===== src/rtl/cushion_arb.sv =====
// cushion_arb: gathers results from every execute channel an instruction was issued to,
// stalls upstream meanwhile, then emits one merged commit record. Watchdog: CUSHION_TIMEOUT_EN.
module cushion_arb #(
  parameter int         COP_NUMS     = 2,
  parameter int         PNUMS        = COP_NUMS + 1,
  parameter int         SIDE_W       = 160,
  parameter int         TIMEOUT      = 16,
  parameter logic [3:0] TIMEOUT_CODE = 4'd2
) (
  input  logic                CLK,
  input  logic                RST,
  input  logic                FLUSH,
  input  logic                MMU_WAIT,
  input  logic                ISSUE_EN,
  input  logic [PNUMS-1:0]    ISSUE_MASK,
  input  logic [31:0]         ISSUE_PC,
  input  logic [PNUMS-1:0]    RES_VALID,
  input  logic [PNUMS-1:0]    RES_REG_W_EN,
  input  logic [5*PNUMS-1:0]  RES_REG_W_RD,
  input  logic [32*PNUMS-1:0] RES_REG_W_DATA,
  input  logic [PNUMS-1:0]    RES_EXC_EN,
  input  logic [4*PNUMS-1:0]  RES_EXC_CODE,
  input  logic [SIDE_W-1:0]   MAIN_SIDE,
  output logic                STALL,
  output logic                CUSHION_VALID,
  output logic [31:0]         CUSHION_PC,
  output logic                CUSHION_REG_W_EN,
  output logic [4:0]          CUSHION_REG_W_RD,
  output logic [31:0]         CUSHION_REG_W_DATA,
  output logic                CUSHION_EXC_EN,
  output logic [3:0]          CUSHION_EXC_CODE,
  output logic [SIDE_W-1:0]   CUSHION_SIDE,
  output logic [PNUMS-1:0]    CUSHION_SRC
);

  // state | meaning
  // IDLE  | nothing outstanding; accepts an issue
  // WAIT  | collecting results from pending channels; upstream stalled
  // DONE  | merged record on CUSHION_*; accepts a back-to-back issue
  typedef enum logic [1:0] {
    S_IDLE = 2'd0,
    S_WAIT = 2'd1,
    S_DONE = 2'd2
  } state_t;

  state_t           state;
  state_t           state_nxt;
  logic             accept;
  logic             to_fire;
  logic             timed_out;
  logic             timer_hit;
  logic [PNUMS-1:0] pending;
  logic [PNUMS-1:0] captured;
  logic [PNUMS-1:0] cap_now;
  logic [PNUMS-1:0] pending_post;
  logic [31:0]      pc;
  logic [SIDE_W-1:0] side;

  logic             hold_w_en     [PNUMS];
  logic [4:0]       hold_rd       [PNUMS];
  logic [31:0]      hold_data     [PNUMS];
  logic             hold_exc_en   [PNUMS];
  logic [3:0]       hold_exc_code [PNUMS];

  logic             exc_hit;
  logic             w_hit;

  // Capture is independent of MMU_WAIT so a frozen pipeline never drops a result.
  assign cap_now      = (state == S_WAIT) ? (RES_VALID & pending) : '0;
  assign pending_post = pending & ~cap_now;

`ifdef CUSHION_TIMEOUT_EN
  localparam int TW = (TIMEOUT > 1) ? $clog2(TIMEOUT) : 1;

  logic [TW-1:0] timer;

  assign timer_hit = (timer == TW'(TIMEOUT - 1));

  always_ff @(posedge CLK) begin
    if (RST || FLUSH) begin
      timer <= '0;
    end else if (!MMU_WAIT) begin
      if (state != S_WAIT) timer <= '0;
      else                 timer <= timer + 1'b1;
    end
  end
`else
  // Watchdog compiled out: never fires.
  assign timer_hit = (TIMEOUT < 0);
`endif

  always_ff @(posedge CLK) begin
    if (RST || FLUSH) state <= S_IDLE;
    else              state <= state_nxt;
  end

  always_comb begin
    state_nxt = state;
    accept    = 1'b0;
    to_fire   = 1'b0;
    if (!MMU_WAIT) begin
      case (state)
        S_WAIT: begin
          if (pending_post == '0) begin
            state_nxt = S_DONE;
          end else if (timer_hit) begin
            state_nxt = S_DONE;
            to_fire   = 1'b1;
          end
        end
        default: begin
          if (ISSUE_EN) begin
            accept    = 1'b1;
            state_nxt = (ISSUE_MASK == '0) ? S_DONE : S_WAIT;
          end else begin
            state_nxt = S_IDLE;
          end
        end
      endcase
    end
  end

  always_ff @(posedge CLK) begin
    if (RST || FLUSH) begin
      pending   <= '0;
      captured  <= '0;
      pc        <= '0;
      side      <= '0;
      timed_out <= 1'b0;
      for (int i = 0; i < PNUMS; i++) begin
        hold_w_en[i]     <= 1'b0;
        hold_rd[i]       <= '0;
        hold_data[i]     <= '0;
        hold_exc_en[i]   <= 1'b0;
        hold_exc_code[i] <= '0;
      end
    end else begin
      pending <= pending_post;
      for (int i = 0; i < PNUMS; i++) begin
        if (cap_now[i]) begin
          hold_w_en[i]     <= RES_REG_W_EN[i];
          hold_rd[i]       <= RES_REG_W_RD[5*i +: 5];
          hold_data[i]     <= RES_REG_W_DATA[32*i +: 32];
          hold_exc_en[i]   <= RES_EXC_EN[i];
          hold_exc_code[i] <= RES_EXC_CODE[4*i +: 4];
          captured[i]      <= 1'b1;
        end
      end
      if (cap_now[0]) side <= MAIN_SIDE;
      if (to_fire)    timed_out <= 1'b1;
      if (accept) begin
        pc        <= ISSUE_PC;
        pending   <= ISSUE_MASK;
        captured  <= '0;
        timed_out <= 1'b0;
      end
    end
  end

  // Exceptions outrank register writes; within each class the lowest channel wins.
  always_comb begin
    STALL              = (state == S_WAIT);
    CUSHION_VALID      = 1'b0;
    CUSHION_PC         = '0;
    CUSHION_REG_W_EN   = 1'b0;
    CUSHION_REG_W_RD   = '0;
    CUSHION_REG_W_DATA = '0;
    CUSHION_EXC_EN     = 1'b0;
    CUSHION_EXC_CODE   = '0;
    CUSHION_SIDE       = '0;
    CUSHION_SRC        = '0;
    exc_hit            = 1'b0;
    w_hit              = 1'b0;
    if (state == S_DONE) begin
      CUSHION_VALID = 1'b1;
      CUSHION_PC    = pc;
      CUSHION_SIDE  = captured[0] ? side : '0;
      if (timed_out) begin
        CUSHION_EXC_EN   = 1'b1;
        CUSHION_EXC_CODE = TIMEOUT_CODE;
      end else begin
        for (int i = 0; i < PNUMS; i++) begin
          if (!exc_hit && captured[i] && hold_exc_en[i]) begin
            exc_hit          = 1'b1;
            CUSHION_EXC_EN   = 1'b1;
            CUSHION_EXC_CODE = hold_exc_code[i];
            CUSHION_SRC[i]   = 1'b1;
          end
        end
        if (!exc_hit) begin
          for (int i = 0; i < PNUMS; i++) begin
            if (!w_hit && captured[i] && hold_w_en[i]) begin
              w_hit              = 1'b1;
              CUSHION_REG_W_EN   = 1'b1;
              CUSHION_REG_W_RD   = hold_rd[i];
              CUSHION_REG_W_DATA = hold_data[i];
              CUSHION_SRC[i]     = 1'b1;
            end
          end
        end
      end
    end
  end

endmodule


===== config.mk =====
export PLATFORM = sky130hd
export DESIGN_NAME = cushion_arb
export DESIGN_NICKNAME = d
export VERILOG_FILES = /design/src/rtl/cushion_arb.sv
export SDC_FILE = /design/constraint.sdc
export NUM_CORES = 1
export LEC_CHECK = 0
export ABC_AREA = 1
export CORE_AREA = 2 2 221 223
export CTS_CLUSTER_SIZE = 25
export DETAILED_ROUTE_END_ITERATION = 16
export DIE_AREA = 0 0 223 225
export PLACE_DENSITY = 0.61
export SLEW_MARGIN = 20
export SYNTH_ARGS = -nofsm -noshare
export SYNTH_HDL_FRONTEND = slang
export SYNTH_SLANG_ARGS = --single-unit

===== constraint.sdc =====
create_clock -name CLK -period 3.7 [get_ports CLK]
set_clock_uncertainty 0.2 [all_clocks]
set_input_delay 0.37 -clock CLK [delete_from_list [all_inputs] [get_ports CLK]]
set_output_delay 0.37 -clock CLK [all_outputs]
set_load 0.005 [all_outputs]

==> results of run 1 <==
## worst max-delay path, cell delays in order (launching register included)
cell	delay, ps
dfxtp_1	350
buf_4	340
nand2_2	100
nand3_1	130
nand3_1	100
nor2_2	100
buf_6	270
nand2_1	100
a31oi_1	170
clkdlybuf4s50_1	550
## cell type report
cell class,count,area (µm²),area share (%)
clock buffers,56,1090,5.09
inverters,338,1270,5.91
multi-input cells,927,4330,20.2
well taps,615,769,3.58
clock inverters,14,111,0.518
repair buffers,603,6030,28.1
flip-flops and latches,329,7880,36.6
diodes,4,10.0,0.0465
## kinds of logic after synthesis
kind of cell | count (synthesis)
buf+inv | 465
flops | 329
simple gates | 645
compound gates | 282
## power by group through the flow
stage               clock [mW]  sequential (mW)  combinational [mW]
global route              3.91             3.86               0.626
detailed placement           0             3.93               0.583
floorplan                    0             3.93               0.160
finish                    3.67             3.86               0.583
global placement             0             3.93               0.578
CTS                       3.79             3.86               0.587
## through the flow
step,hold slack [ps],power (mW),cell area (µm²)
5_1_grt,172,8.40,21500
4_1_cts,150,8.23,21500
3_5_place_dp,248,4.52,20300
2_1_floorplan,230,4.09,14100
6_report,186,8.11,21500
3_3_place_gp,241,4.51,20300
## registers in the layout (all words and copies together) (netlist names)
register,cells
hold_exc_en,3
hold_w_en,3
pending,3
hold_data,96
pc,32
captured,3
hold_rd,15
state,2
side,160
hold_exc_code,12
## Yosys cell counts
master    instances  share of area, %
a21oi_1          44               1.6
a31oi_1          37               1.6
buf_1             9              0.24
buf_2            43               1.5
buf_4            10              0.53
buf_6            12              0.96
clkbuf_1         53               1.4
dfxtp_1         200                28
edfxtp_1        129                27
inv_1           335               8.9
inv_2             3             0.080
nand2_1          53               1.4
nand2_2           3              0.13
nand3_1         213               7.6
nand3_2           2              0.14
nand4_1          38               1.7
nor2_1          332               8.8
nor2_2            1             0.044
nor2_8            1              0.14
nor3_1            1             0.035
o21ai_0         141               5.0
o21ai_1          58               2.1
o22ai_1           2             0.089
or2_2             1             0.044
## worst max-delay path by stage
stage / start / to / slack (ps) / cells past startpoint
5_1_grt: captured[0]$_SDFFE_PP0P_ / CUSHION_REG_W_DATA[1] / 70 / 9
3_5_place_dp: captured[0]$_SDFFE_PP0P_ / CUSHION_REG_W_DATA[28] / 790 / 9
4_1_cts: captured[0]$_SDFFE_PP0P_ / CUSHION_REG_W_DATA[28] / 160 / 9
6_report: captured[0]$_SDFFE_PP0P_ / CUSHION_REG_W_DATA[28] / 310 / 9
2_1_floorplan: FLUSH / hold_data[0][64]$_SDFFCE_PN0P_ / 1110 / 4
3_3_place_gp: captured[0]$_SDFFE_PP0P_ / CUSHION_REG_W_DATA[28] / 860 / 9
## layer usage
metal | wire [µm] | vias up | part of all wire [%] | global-route usage [%]
met4 | 1690 | 2 | 3.4 | 7.64
met3 | 4250 | 91 | 8.5 | 6.01
met5 | 13 | - | 0.026 | 0
li1 | - | 6534 | - | -
met2 | 24400 | 524 | 49 | 32.9
met1 | 19700 | 6311 | 39 | 22.1
## timing repair
item,4_1_cts,5_1_grt
setup buffers,0,0
resized for setup,0,1
setup endpoints to repair,0,3
==> reports/metrics.csv, run 1 <==
stage,metric,value,unit
floorplanning,io pins,572,
synthesis,post-synthesis net count,2053,
sta,FMAX,0.295,GHz
sta,fin. max-slew vios,0,
critical_path,critical path class,reg -> out,
floorplanning,die width,223,µm
power_and_ir_drop,Power Dens Cells,377,mW/mm²
detailed_routing,DRC viols,0,
layout,Final Util,45.2,%
global_routing,GR Overflow Total,0,
min_path,hold endpoint,side[83]$_SDFFE_PP0P_,
detailed_routing,Post-Route WL,50100,µm
clock_tree,Post-CTS Hold Buffers,0,
clock_tree,CTS tree,built,
placement,worst slack at placement,791,ps
detailed_routing,starting DRC count in detailed routing,708,
layout,# fillers,4594,
sta,final count of hold timing violations,0,
critical_path,reg2reg end,side[118]$_SDFFE_PP0P_,
clock_tree,clk buf depth,3,
synthesis,Synth Area in Simple Gates,20.1,%
power_and_ir_drop,P_int,6.31,mW
global_routing,gr usage total,19.1,%
layout,layout cell share with drive strength beyond 1,4.59,%
synthesis,post-synth cell types,24,
detailed_routing,DRT antenna net count,0,
sta,unrepaired setup endpoints after global routing,no,
outcome,outcome,completed,
layout,Final #Nets,2571,
sta,Final min period,3390,ps
synthesis,XOR/XNOR share of the synthesized area,0,%
global_routing,first-pass GRT wire length,75300,µm
synthesis,largest family of logic cells by synthesized area,simple AND/OR/NAND/NOR gates,
detailed_routing,wire per inst,17.3,µm
global_routing,initial antenna violation count,5,
synthesis,Mapped Cells,1721,
floorplanning,initial core utilization,29.6,%
critical_path,crit path max fanout,39,
synthesis,post-synthesis adder-cell area fraction,0,%
floorplanning,chip height,225,µm
clock_tree,Sink Count,329,
clock_tree,clock tree root buffer cell,clkbuf_16,
min_path,Min-Delay Path Class,in -> reg,
placement,placed cells,2812,
power_and_ir_drop,Peak VDD IR,0.281,mV
detailed_routing,Vias,13500,
power_and_ir_drop,Clock power frac,45.3,%
placement,number of port buffers,571,
sta,worst slew pin tran,1190,ps
power_and_ir_drop,Sw Ratio,22.2,%
sta,final setup fails,0,
synthesis,"Seq/Total Area, Yosys",55.9,%
clock_tree,TritonCTS Buffers,40,
power_and_ir_drop,Psw,1.80,mW
critical_path,Worst R2R Setup Slack,1360,ps
layout,"commonest non-fill, non-tap cells in the layout","clkdlybuf4s50_1, inv_1, nor2_1",
synthesis,compound-cell area share of the yosys netlist,10.4,%
floorplanning,cell row count,80,
critical_path,FF-to-FF path depth,6,
layout,"most common cell after layout, fill and taps aside",clkdlybuf4s50_1,
floorplanning,core outline area,0.0475,mm²
sta,max_slew headroom,20.5,%
clock_tree,clk slew on worst S/H paths,60,ps
synthesis,number of synthesized register bits,329,
min_path,Hold Crit Depth,3,
placement,GP Congestion,0.875,
floorplanning,Die ar.,0.0502,mm²
layout,fin cells,2886,
global_routing,vias in the first global route,13300,
detailed_routing,average vias per placed instance,4.66,
critical_path,worst reg2reg startpoint,state[0]$_SDFFE_PP0P_,
sta,final total negative setup slack,0,ps
power_and_ir_drop,leakage,7.63,nW
global_routing,largest net degree at the start of global routing,199,
power_and_ir_drop,Seq pwr share,47.5,%
sta,period utilization,91.6,%
synthesis,YS warnings,0,
layout,synthesis-to-finish area growth,52.6,%
critical_path,Critical Path RT,3130,ps
run,Max-cap violations,0,
min_path,hold_sp,MAIN_SIDE[83],
sta,Final WS setup,311,ps
power_and_ir_drop,Comb pwr share,7.2,%
synthesis,mapped cell area,0.0141,mm²
clock_tree,H-tree Lvls,2,
synthesis,syn avg cell area,8.19,µm²
critical_path,WP data arrival,2820,ps
clock_tree,clock latency on the worst-skew pair,540,ps
critical_path,type of origin of the critical path,flip-flop,
synthesis,multiplexer share of the synthesized area,0,%
critical_path,CP Capture Type,output pin,
detailed_routing,Initial DRT Pass Iterations,6,
placement,detailed placer's ending HPWL,36100,µm
(Power assumes the default switching activity.)
==> run 2, diff against run 1 <==
Settings changed: CORE_AREA 2 2 221 223 to 2 2 223 225, DIE_AREA 0 0 223 225 to 0 0 225 227.
==> run 2 against run 1 <==
Fmax fell by 4.6%. Power about the same. Clock power barely moved. Worst setup slack got worse by 160 ps. Worst hold slack improved by 10 ps. Flip-flop and latch count unchanged. First-iteration DRC count up 4.0%. Sequential power is essentially flat. Wire length fell by 0.25%. Critical endpoint is now CUSHION_REG_W_RD[3].
==> reports/metrics.csv, run 2 (same netlist as run 1, synthesis figures left out) <==
stage,metric,value,unit,change
sta,unrepaired setup endpoints after global routing,yes,,
outcome,outcome,completed,,
power_and_ir_drop,leakage,7.62,nW,-0.12%
global_routing,vias in the first global route,13300,,+0.17%
placement,detailed placer's ending HPWL,35500,µm,-1.5%
placement,number of port buffers,571,,unchanged
global_routing,initial antenna violation count,9,,+4
floorplanning,io pins,572,,unchanged
critical_path,critical path cell sequence,nand2_1 -> nand3_2 -> nand2_1 -> a21oi_1 -> nand2_1 -> buf_4 -> a31oi_1 -> clkdlybuf4s50_1,,
global_routing,gr usage total,18.8,%,-0.38 points
sta,FMAX,0.281,GHz,-4.6%
clock_tree,clock latency on the worst-skew pair,540,ps,about the same
floorplanning,cell row count,81,,+1.3%
placement,worst slack at placement,724,ps,-66.6 ps
critical_path,CP dominant cell by count,nand2_1,,
global_routing,largest net degree at the start of global routing,101,,-49%
sta,worst slew pin tran,698,ps,-494 ps
detailed_routing,Post-Route WL,49900,µm,-0.25%
sta,Final min period,3550,ps,+164 ps
detailed_routing,starting DRC count in detailed routing,736,,+4.0%
detailed_routing,Initial DRT Pass Iterations,6,,unchanged
floorplanning,die width,225,µm,+0.90%
placement,Area after DPL,0.0203,mm²,about the same
clock_tree,TritonCTS Buffers,40,,unchanged
layout,max reg flops,160,,unchanged
critical_path,CP peak stage delay,570,ps,+20 ps
clock_tree,Sink Count,329,,unchanged
critical_path,CP Capture Type,output pin,,
floorplanning,core outline area,0.0485,mm²,+2.1%
layout,synthesis-to-finish area growth,52.7,%,about the same
floorplanning,chip height,227,µm,+0.89%
floorplanning,Die ar.,0.0511,mm²,+1.8%
detailed_routing,DRT antenna net count,0,,unchanged
sta,Final WS setup,147,ps,-164 ps
clock_tree,clock tree root buffer cell,clkbuf_16,,
sta,final count of hold timing violations,0,,unchanged
sta,final hold slack,196,ps,+10.4 ps
critical_path,critical path class,reg -> out,,
critical_path,type of origin of the critical path,flip-flop,,
placement,GP Congestion,0.879,,+0.54%
run,Max-cap violations,0,,unchanged
layout,design area,0.0215,mm²,about the same
layout,# fillers,4843,,+5.4%
clock_tree,Post-CTS Setup Bufs,0,,unchanged
critical_path,crit path max fanout,40,,+2.6%
critical_path,"CP delay by family, top",buffers and inverters,,
layout,"commonest non-fill, non-tap cells in the layout","clkdlybuf4s50_1, inv_1, nor2_1",,
power_and_ir_drop,Peak VDD IR,0.262,mV,-6.7%
min_path,Min-Delay Path Class,in -> reg,,
clock_tree,clk buf depth,3,,unchanged
clock_tree,clk slew on worst S/H paths,60,ps,about the same
clock_tree,CTS tree,built,,
clock_tree,H-tree Lvls,2,,unchanged
layout,"most common cell after layout, fill and taps aside",clkdlybuf4s50_1,,
critical_path,crit path buf inv count,2,,-1
detailed_routing,average vias per placed instance,4.62,,-0.96%
layout,largest registers,"side: 160 flops, hold_data: 96 flops, pc: 32 flops",,
detailed_routing,DRC viols,0,,unchanged
layout,Final #Nets,2568,,-0.12%
power_and_ir_drop,Power Dens Cells,377,mW/mm²,-0.12%
placement,placed cells,2816,,+0.14%
detailed_routing,wire per inst,17.3,µm,-0.53%
critical_path,Critical Path RT,3130,ps,about the same
floorplanning,initial core utilization,29.0,%,-0.61 points
layout,Top reg by flops,side,,
sta,fin. max-slew vios,0,,unchanged
layout,fin cells,2894,,+0.28%
critical_path,WP data arrival,2980,ps,+160 ps
layout,layout cell share with drive strength beyond 1,4.64,%,+0.050 points
sta,period utilization,96.0,%,+4.4 points
global_routing,first-pass GRT wire length,74500,µm,-1.1%
global_routing,GR Overflow Total,0,,unchanged
critical_path,"Slowest-stage cell, CP",clkdlybuf4s50_1,,
detailed_routing,Vias,13400,,-0.68%
sta,final setup fails,0,,unchanged
sta,max_slew headroom,53.4,%,+33 points
[run 2: cell types whose count changed in the layout (fill, tap and decap cells not counted), moves of 2 or more]
cell | previous run | this run
clkbuf_8 | 3 | 7
diode_2 | 4 | 8
a31oi_1 | 37 | 35
a31oi_2 | 0 | 2
buf_4 | 25 | 23
clkinv_2 | 6 | 4
[run 2: what timing repair did]
item,4_1_cts,5_1_grt
endpoints found under the setup margin,0,5
hold buffers,0,0
gates resized for setup,0,2
[run 2: cell type report]
| type | count | area (µm²) | share of cell area (%) |
|---|---|---|---|
| clock inverter | 11 | 73.8 | 0.343 |
| timing repair buffer | 600 | 6010 | 27.9 |
| multi-input combinational | 927 | 4340 | 20.2 |
| antenna | 8 | 20.0 | 0.0930 |
| clock buffer | 59 | 1150 | 5.33 |
| tap | 622 | 778 | 3.62 |
| sequential | 329 | 7880 | 36.6 |
| inverter | 338 | 1270 | 5.91 |
[run 2: layer usage]
| layer | wire [µm] | vias up | GRT usage [%] |
|---|---|---|---|
| li1 | - | 6534 | - |
| met2 | 24200 | 482 | 31.9 |
| met3 | 4450 | 105 | 6.04 |
| met5 | 24 | - | 0 |
| met1 | 19300 | 6245 | 21.4 |
| met4 | 1930 | 4 | 8.99 |
[run 2: report_power, final]
part | internal (mW) | switching (mW) | total, mW
Combinational | 0.350 | 0.236 | 0.586
Clock | 2.14 | 1.53 | 3.67
Sequential | 3.83 | 0.0219 | 3.85
Total | 6.33 | 1.78 | 8.11
[run 2: final timing paths]
path / depth (start not counted) / to / from / slack, ps
min reg2reg: 2 / pc[27]$_SDFFE_PP0P_ / pc[27]$_SDFFE_PP0P_ / 250
max reg2reg: 6 / side[86]$_SDFFE_PP0P_ / state[0]$_SDFFE_PP0P_ / 1430
min: 3 / side[110]$_SDFFE_PP0P_ / MAIN_SIDE[110] / 200
max: 8 / CUSHION_REG_W_RD[3] / captured[0]$_SDFFE_PP0P_ / 150
[run 2: tightest hold or removal path, cell delays in order]
cell and delay [ps]:
clkdlybuf4s50_1 390, nand3_1 70, o21ai_1 50
[run 2: per-stage QoR]
stage	power (mW)	util (%)	setup TNS [ps]
after floorplan	4.09	-	0
after global placement	4.51	41.7	0
after detailed placement	4.52	41.7	0
after CTS	8.22	44.3	0
after global routing	8.43	44.3	-98.1
final	8.11	44.3	0
==> run 3, diff against run 2 <==
Settings changed: CORE_AREA 2 2 223 225 to 2 2 224 226, DIE_AREA 0 0 225 227 to 0 0 226 228, PLACE_DENSITY 0.61 to 0.6.
Clock period 3.7 ns to 3.8 ns, I/O delays scaled along.
==> run 3 against run 2 <==
Via count decreased by 0.16%. Die area increased by 0.89%. First-iteration DRC count increased by 25%. Register-to-register slack improved by 60 ps. Wire length increased by 0.45%. Non-clock buffer count increased by 2. Critical path depth decreased by 2. Sequential power decreased by 3%. Cell count increased by 1.9%. Clock power about the same. Clock-buffer cell count decreased by 6. Highest routed layer is now met4. Final area increased by 0.53%.
==> reports/metrics.csv, run 3 (same netlist as run 1, synthesis figures left out) <==
stage,metric,value,unit,change
detailed_routing,Initial DRT Pass Iterations,5,,-1
sta,final setup fails,0,,unchanged
critical_path,Critical Path RT,3220,ps,+90 ps
layout,Final #Nets,2569,,+0.039%
detailed_routing,Post-Route WL,50100,µm,+0.45%
clock_tree,H-tree Lvls,2,,unchanged
clock_tree,Post-CTS Setup Bufs,0,,unchanged
critical_path,type of origin of the critical path,flip-flop,,
global_routing,vias in the first global route,13200,,-1.2%
layout,synthesis-to-finish area growth,53.5,%,
clock_tree,Sink Count,329,,unchanged
floorplanning,io pins,572,,unchanged
clock_tree,CTS tree,built,,
power_and_ir_drop,Peak VDD IR,0.262,mV,+0.24%
clock_tree,clk slew on worst S/H paths,60,ps,about the same
critical_path,critical path cell sequence,inv_1 -> nor2_2 -> nand2_4 -> buf_4 -> nor2_1 -> clkdlybuf4s50_1,,
clock_tree,clk buf depth,3,,unchanged
critical_path,"CP delay by family, top",buffers and inverters,,
clock_tree,Post-CTS Hold Buffers,0,,unchanged
min_path,Min-Delay Path Class,in -> reg,,
detailed_routing,DRT antenna net count,0,,unchanged
layout,largest registers,"side: 160 flops, hold_data: 96 flops, pc: 32 flops",,
detailed_routing,average vias per placed instance,4.53,,-2.0%
layout,layout cell share with drive strength beyond 1,4.81,%,+0.17 points
floorplanning,Die ar.,0.0515,mm²,+0.89%
critical_path,"Slowest-stage cell, CP",clkdlybuf4s50_1,,
run,Max-cap violations,0,,unchanged
detailed_routing,DRC viols,0,,unchanged
sta,FMAX,0.277,GHz,
clock_tree,clock tree root buffer cell,clkbuf_16,,
placement,detailed placer's ending HPWL,35800,µm,+0.85%
sta,worst slew pin tran,1070,ps,+371 ps
layout,Final Util,43.8,%,-0.49 points
sta,final count of hold timing violations,0,,unchanged
sta,unrepaired setup endpoints after global routing,no,,
floorplanning,chip height,228,µm,+0.44%
sta,fin. max-slew vios,0,,unchanged
sta,final total negative setup slack,0,ps,unchanged
layout,Top reg by flops,side,,
clock_tree,TritonCTS Buffers,39,,-2.5%
global_routing,initial antenna violation count,10,,+1
detailed_routing,Vias,13300,,-0.16%
power_and_ir_drop,Tot Pwr,8.00,mW,-1.3%
critical_path,CP peak stage delay,520,ps,-50 ps
placement,number of port buffers,571,,unchanged
layout,max reg flops,160,,unchanged
layout,"most common cell after layout, fill and taps aside",clkdlybuf4s50_1,,
placement,GP Congestion,0.884,,+0.49%
critical_path,CP Capture Type,output pin,,
global_routing,GR Overflow Total,0,,unchanged
floorplanning,initial core utilization,28.6,%,-0.47 points
sta,max_slew headroom,28.4,%,-25 points
global_routing,largest net degree at the start of global routing,106,,+5.0%
floorplanning,cell row count,82,,+1.2%
floorplanning,core outline area,0.0493,mm²,+1.7%
clock_tree,clock latency on the worst-skew pair,540,ps,about the same
critical_path,critical path class,reg -> out,,
critical_path,crit path buf inv count,3,,+1
global_routing,first-pass GRT wire length,75400,µm,+1.1%
power_and_ir_drop,leakage,7.64,nW,+0.31%
global_routing,gr usage total,18.8,%,+0.042 points
detailed_routing,starting DRC count in detailed routing,922,,+25%
outcome,outcome,completed,,
critical_path,crit path max fanout,63,,+57%
layout,"commonest non-fill, non-tap cells in the layout","clkdlybuf4s50_1, inv_1, nor2_1",,
power_and_ir_drop,Power Dens Cells,370,mW/mm²,-1.9%
floorplanning,die width,226,µm,+0.44%
sta,period utilization,95.1,%,
sta,Final min period,3610,ps,
critical_path,WP data arrival,3030,ps,+50 ps
clock_tree,post-cts repair resize count,0,,unchanged
detailed_routing,wire per inst,17.0,µm,-1.4%
-- run 3: metal layers --
layer / GRT usage, % / routed length [µm] / vias to the layer above
met5: 0 / 0 / -
met4: 8.82 / 1970 / 0
met3: 5.98 / 4560 / 105
met2: 30.3 / 23400 / 567
met1: 22.7 / 20200 / 6137
li1: - / - / 6539
-- run 3: path summary, 6_finish.rpt --
check / startpoint / endpoint / slack, ps / depth (start not counted)
worst max register to register: state[0]$_SDFFE_PP0P_ / hold_rd[0][13]$_SDFFCE_PN0P_ / 1490 / 7
worst min register to register: pc[0]$_SDFFE_PP0P_ / pc[0]$_SDFFE_PP0P_ / 250 / 2
worst max-delay path: state[1]$_SDFFE_PP0P_ / CUSHION_SIDE[58] / 190 / 6
worst min-delay path: MAIN_SIDE[98] / side[98]$_SDFFE_PP0P_ / 200 / 3
-- run 3: power breakdown --
group	switching, mW	internal [mW]
combinational	0.229	0.339
clock	1.52	2.16
sequential	0.0223	3.73
total	1.77	6.23
-- run 3: stage by stage --
| step | hold slack, ps | std cells | area (µm²) | setup WS [ps] |
|---|---|---|---|---|
| 5_1_grt | 189 | 2948 | 21600 | 11.6 |
| 3_3_place_gp | 240 | 2868 | 20300 | 840 |
| 6_report | 200 | 2948 | 21600 | 186 |
| 3_5_place_dp | 247 | 2868 | 20300 | 800 |
| 4_1_cts | 163 | 2938 | 21600 | 181 |
| 2_1_floorplan | 230 | 1721 | 14100 | 1200 |
-- run 3: worst reg2reg max path, stage by stage, from the launching register on --
cell	delay, ps
dfxtp_1	370
inv_2	120
nor2_8	50
nand2_2	190
nand3_1	160
nand2_4	420
buf_4	410
nor2_1	130
-- run 3: area by class of cell --
type	instances	area, µm²
fillers	4839	27700
clock inverters	17	135
well taps	672	841
inverters	338	1270
diodes	10	25.0
repair buffers	602	6020
multi-input cells	927	4330
flip-flops and latches	329	7880
clock buffers	53	1130
